## config.mk

```make
export PLATFORM = sky130hd
export DESIGN_NAME = track_countdown_overlay
export DESIGN_NICKNAME = d
export VERILOG_FILES = /design/src/rtl/track_countdown_overlay.sv
export SDC_FILE = /design/constraint.sdc
export NUM_CORES = 1
export LEC_CHECK = 0
export CORE_AREA = 2 2 90 92
export DETAILED_ROUTE_END_ITERATION = 10
export DIE_AREA = 0 0 92 94
export PLACE_DENSITY_LB_ADDON = 0.12
export RECOVER_POWER = 25
export SKIP_LAST_GASP = 1
export SYNTH_ARGS = -nofsm -noshare
export SYNTH_HDL_FRONTEND = slang
export SYNTH_SLANG_ARGS = --single-unit
```

## constraint.sdc

```tcl
create_clock -name clk -period 3.4 [get_ports clk]
set_clock_uncertainty 0.2 [all_clocks]
set_input_delay 0.34 -clock clk [delete_from_list [all_inputs] [get_ports clk]]
set_output_delay 0.34 -clock clk [all_outputs]
set_load 0.02 [all_outputs]
```

## src/rtl/track_countdown_overlay.sv

```systemverilog
// BCD countdown timer with a 3x5-font digit overlay for the 96x64 OLED pixel pipeline.
// Digits blink at a tick-based rate once the count has expired.
module track_countdown_overlay #(
  parameter int          X_POS       = 80,
  parameter int          NUM_DIGITS  = 2,
  parameter logic [15:0] START_VALUE = 16'h0003,
  parameter int          BLINK_TICKS = 2,
  parameter int          LEAD_ZERO   = 0,
  parameter logic [15:0] FG_COLOR    = 16'h0000,
  parameter logic [15:0] BG_COLOR    = 16'hFDDB
) (
  input  logic        clk,
  input  logic        rst,
  input  logic        start,
  input  logic        pause,
  input  logic        tick,
  input  logic [6:0]  y_pos,
  input  logic [12:0] pix_index,
  output logic [15:0] oled,
  output logic [15:0] value,
  output logic        running,
  output logic        done
);

  typedef enum logic [1:0] {IDLE, RUN, EXPIRED} state_t;

  localparam logic [15:0] DIGIT_MASK  = 16'((32'd1 << (4 * NUM_DIGITS)) - 32'd1);
  localparam logic [15:0] START_LOAD  = START_VALUE & DIGIT_MASK;
  localparam logic [7:0]  BLINK_LIMIT = 8'(BLINK_TICKS);

  state_t      state, state_nxt;
  logic [15:0] value_nxt, value_dec;
  logic [7:0]  blink_cnt, blink_nxt;
  logic        visible, visible_nxt, done_nxt;

  logic [7:0]  px, py, y_top, col_base;
  logic [3:0]  nib;
  logic [2:0]  font_bits;
  logic [1:0]  col_off;
  logic        lead_zero_run, blank, pixel_on;

  function automatic logic [15:0] bcd_dec(input logic [15:0] v);
    logic [15:0] r;
    logic        borrow;
    r      = v;
    borrow = 1'b1;
    for (int i = 0; i < 4; i++) begin
      if (borrow) begin
        if (v[4*i +: 4] == 4'd0) begin
          r[4*i +: 4] = 4'd9;
        end else begin
          r[4*i +: 4] = v[4*i +: 4] - 4'd1;
          borrow      = 1'b0;
        end
      end
    end
    return r & DIGIT_MASK;
  endfunction

  // Glyph rows packed top-to-bottom, MSB of each row is the left column; non-BCD renders blank.
  function automatic logic [2:0] font_row(input logic [3:0] d, input logic [2:0] row);
    logic [14:0] g;
    logic [2:0]  r;
    case (d)
      4'd0:    g = 15'b111_101_101_101_111;
      4'd1:    g = 15'b110_010_010_010_111;
      4'd2:    g = 15'b111_001_111_100_111;
      4'd3:    g = 15'b111_001_111_001_111;
      4'd4:    g = 15'b101_101_111_001_001;
      4'd5:    g = 15'b111_100_111_001_111;
      4'd6:    g = 15'b111_100_111_101_111;
      4'd7:    g = 15'b111_001_001_001_001;
      4'd8:    g = 15'b111_101_111_101_111;
      4'd9:    g = 15'b111_101_111_001_111;
      default: g = 15'b0;
    endcase
    case (row)
      3'd0:    r = g[14:12];
      3'd1:    r = g[11:9];
      3'd2:    r = g[8:6];
      3'd3:    r = g[5:3];
      3'd4:    r = g[2:0];
      default: r = 3'b000;
    endcase
    return r;
  endfunction

  always_ff @(posedge clk or posedge rst) begin
    if (rst) begin
      state     <= IDLE;
      value     <= 16'h0000;
      blink_cnt <= 8'd0;
      visible   <= 1'b1;
      done      <= 1'b0;
    end else begin
      state     <= state_nxt;
      value     <= value_nxt;
      blink_cnt <= blink_nxt;
      visible   <= visible_nxt;
      done      <= done_nxt;
    end
  end

  // start overrides everything, so a coincident tick is simply never looked at.
  always_comb begin
    state_nxt   = state;
    value_nxt   = value;
    blink_nxt   = blink_cnt;
    visible_nxt = visible;
    done_nxt    = 1'b0;
    value_dec   = bcd_dec(value);
    if (start) begin
      value_nxt   = START_LOAD;
      blink_nxt   = 8'd0;
      visible_nxt = 1'b1;
      if (START_LOAD == 16'h0000) begin
        state_nxt = EXPIRED;
        done_nxt  = 1'b1;
      end else begin
        state_nxt = RUN;
      end
    end else begin
      case (state)
        RUN: begin
          if (tick && !pause) begin
            value_nxt = value_dec;
            if (value_dec == 16'h0000) begin
              state_nxt   = EXPIRED;
              done_nxt    = 1'b1;
              visible_nxt = 1'b1;
              blink_nxt   = 8'd0;
            end
          end
        end
        EXPIRED: begin
          if (tick) begin
            if (blink_cnt + 8'd1 == BLINK_LIMIT) begin
              blink_nxt   = 8'd0;
              visible_nxt = !visible;
            end else begin
              blink_nxt = blink_cnt + 8'd1;
            end
          end
        end
        default: ;
      endcase
    end
  end

  assign running = (state == RUN) && !pause;

  assign px    = 8'(pix_index % 13'd96);
  assign py    = 8'(pix_index / 13'd96);
  assign y_top = {1'b0, y_pos};

  // Walk digits from most to least significant so leading-zero state accumulates in order.
  always_comb begin
    pixel_on      = 1'b0;
    lead_zero_run = 1'b1;
    blank         = 1'b0;
    nib           = 4'd0;
    font_bits     = 3'b000;
    col_base      = 8'd0;
    col_off       = 2'd0;
    for (int i = NUM_DIGITS - 1; i >= 0; i--) begin
      nib           = value[4*i +: 4];
      lead_zero_run = lead_zero_run && (nib == 4'd0);
      blank         = (LEAD_ZERO == 0) && lead_zero_run && (i > 0);
      col_base      = 8'(X_POS + 4 * (NUM_DIGITS - 1 - i));
      if (!blank && px >= col_base && px < col_base + 8'd3 &&
          py >= y_top && py <= y_top + 8'd4) begin
        font_bits = font_row(nib, 3'(py - y_top));
        col_off   = 2'(px - col_base);
        if (font_bits[2'd2 - col_off]) pixel_on = 1'b1;
      end
    end
    if (state == IDLE || (state == EXPIRED && !visible)) pixel_on = 1'b0;
  end

  always_ff @(posedge clk or posedge rst) begin
    if (rst) oled <= BG_COLOR;
    else     oled <= pixel_on ? FG_COLOR : BG_COLOR;
  end

endmodule

```

==> flow_summary.toml, run 1 <==
[run_status]
status = "finished with violations"
violations = "setup timing"

[final_layout]
area_delta_synth_final_pct = 38.4
fin_nets = 552
instances_no_fill = 596
drive_above_1_share = 0.239
most-common-layout-cells = "buf_4 (56), nor2_1 (40), clkdlybuf4s50_1 (40)"
layout_commonest_cell = "buf_4"
antennaDiodeCount = 0

[global_route]
antenna_found_initial = 0
grt_first_pass_wirelength_mm = 14.0
grt.total_usage = 0.194
grt_max_degree = 22
overflow = 0
grt_pass1_vias = 2974

[floorplanning]
core_um2 = 7610
ios = 59
fp.dieH_um = 94
dieArea_um2 = 8650
start_util = 0.393
die_w_um = 92
row_count = 32

[timing]
fmax_ghz = 0.272
finalHoldViolations = 0
tightest_slew_ns = 0.817
final-max-slew-violation-count = 0
setup_viol = 1
fin_hold_ws_ns = 0.316
tns_ns = -0.281
rsz0062_at_grt = "true"
fin_crit_sh = 1.08
worst_slack_ns = -0.281
max_slew_margin = 0.455
period_minus_slack_ns = 3.68

[power_and_ir_drop]
finalPower_mw = 0.981
power_density_nw_per_um2 = 237
power.leakage_nw = 1.84
ir_drop_mv = 0.190

[clocking]
htree_num_levels = 1
hold_buffers = 0
clockBufferDepth = 2
clkTransAtPathRegs_ns = 0.08
cts_root_buf = "clkbuf_8"
cts_buffers = 3
clk_latency_ns = 0.26
cts_sinks = 21
cts_tree = "built"

[worst_hold_path]
min-delay-start = "blink_cnt[6]"
hold_depth = 1
holdPathEnd = "blink_cnt[6]"
hold_path_class = "reg2reg"

[synthesis]
ys.warnings.count = 0
ys_ff_latch = 21
synthFlopType = "dfrtp_1"
syn_area_um2 = 2990
postSynthAreaPerCell_um2 = 7.31
synth_edf_count = 0
synth_cell_type_count = 67
ys_seq_area_frac = 0.177
async_reset_ff_frac = 1.00
netlist_instances = 409

[placed_design]
port_buffers = 47
globalplace.congestion = 0.904
post-place-ws_ns = -1.03
dp_hpwl_mm = 6.24
dp_cells = 578

[worst_setup_path]
path_cells = "buf_6 > buf_4 > buf_12 > clkinv_8 > mux2i_4 > buf_6 > buf_4 > a211o_1 > nand3_2 > buf_6 > o21ai_2 > nand2_1 > ha_2 > fa_2 > a21oi_2 > a211oi_2 > nor4_1 > or4_1 > o32ai_2 > o2111ai_1"
cpMaxStageDelayCell = "fa_2"
end_kind = "flip-flop"
cp-start-kind = "input port"
rr_startpoint = "value[4]"
r2r_end = "blink_cnt[6]"
cp.required_ns = 3.37
reg2reg_depth = 9
r2r_slack_ns = 0.36
worst_path_largest_cell_delay_ns = 0.63
timing.critical_path.mode_cell = "buf_6"
crit_arrival_ns = 3.65
cp_max_fo = 5
crit_type = "in2reg"

[route]
drt_iter0_markers = 164
drt.antenna.violating_nets = 0
avgViaCountPerCell = 5.38
drc = 0
drt_pass1_iterations = 4
wl_per_cell_um = 13.8
vias = 3208
routed_wl_mm = 8.25

[run]
drv_cap = 0
==> final cells by class <==
type / instances / area, µm²
repair buffers: 113 / 988
multi-input cells: 326 / 2320
clock buffers: 4 / 45.0
well taps: 102 / 128
fillers: 697 / 3470
flip-flops and latches: 21 / 528
inverters: 30 / 130
==> worst max-delay path by stage <==
stage,startpoint,end,slack [ns],depth (start not counted)
finish,pix_index[11],oled[14],-0.28,20
global route,pix_index[11],oled[14],-0.47,20
CTS,pix_index[11],oled[14],-0.40,17
detailed placement,pix_index[11],oled[14],-1.03,18
global placement,pix_index[11],oled[14],-0.98,18
floorplan,pix_index[10],oled[14],-0.29,17
==> synthesized netlist by cell type, types with 5 or more instances <==
cell	instances	area, µm²
and3_1	6	37.5
nor2_1	42	158
nand2b_1	9	56.3
ha_1	31	388
nor3_1	7	35.0
xnor2_1	5	43.8
a21oi_1	31	155
o31ai_1	6	45.0
a211oi_1	6	45.0
dfrtp_1	19	475
clkbuf_1	18	67.6
o21ai_1	11	55.1
a31oi_1	5	31.3
nand2_1	35	131
nand3_1	12	60.1
inv_1	28	105
buf_4	23	173
o21ai_0	19	95.1
o22ai_1	6	37.5
==> kinds of logic after synthesis <==
logic type                 count (synthesis)  share of synthesized area
other                                      1                    0.00125
AOI/OAI and AO/OA                        125                      0.276
adders and majority gates                 33                      0.140
DFF                                       21                      0.177
muxes                                      4                     0.0134
and+or+nand+nor                          145                      0.248
buffers and inverters                     72                      0.122
xor gates and xnor gates                   8                     0.0234
==> critical path: cells and delay by family <==
kind	cells	cell delay, ns
AOI/OAI and AO/OA	6	0.90
and+or+nand+nor	4	0.64
buffers and inverters	7	0.72
muxes	1	0.22
adders and majority gates	2	0.81
==> metal layers <==
layer  share of wire  vias to the layer above  GRT usage  routed length [µm]
met3           0.042                       12     0.0152                 344
met2            0.47                       96      0.329                3910
met5               0                        -          0                   0
li1                -                     1621          -                   -
met4           0.010                        0     0.0410                  86
met1            0.47                     1479      0.271                3910
==> through the flow <==
step                      area, µm²   util
after global placement         3850  0.506
after global routing           4140  0.544
after floorplan                3150      -
final                          4140  0.544
after CTS                      4070  0.534
after detailed placement       3850  0.506
==> flip-flops by register name, indices dropped and copies added, names as in the netlist <==
name	flops
state	2
blink_cnt	8
value	8
visible	1
done	1
oled	1
==> what timing repair did <==
action                     CTS  global route
pin swaps                   19            19
gates resized for setup     50            16
hold endpoints to repair     0             0
buffers inserted            10             3
setup endpoints to repair    1             1
gates cloned                 1             0
==> power breakdown <==
group	switching, mW	internal, mW
combinational	0.280	0.276
clock	0.0850	0.0836
sequential	0.00316	0.253
total	0.368	0.613
Note: power is estimated with default switching activity, not from simulation.
==> run 2: changes to the inputs <==
--- a/config.mk
+++ b/config.mk
@@ -11,6 +11,7 @@
 export PLACE_DENSITY_LB_ADDON = 0.12
 export RECOVER_POWER = 25
 export SKIP_LAST_GASP = 1
+export SLEW_MARGIN = 20
 export SYNTH_ARGS = -nofsm -noshare
 export SYNTH_HDL_FRONTEND = slang
 export SYNTH_SLANG_ARGS = --single-unit
==> results of run 2 <==
No change in the layout: final DEF, timing and power equal those of run 1.
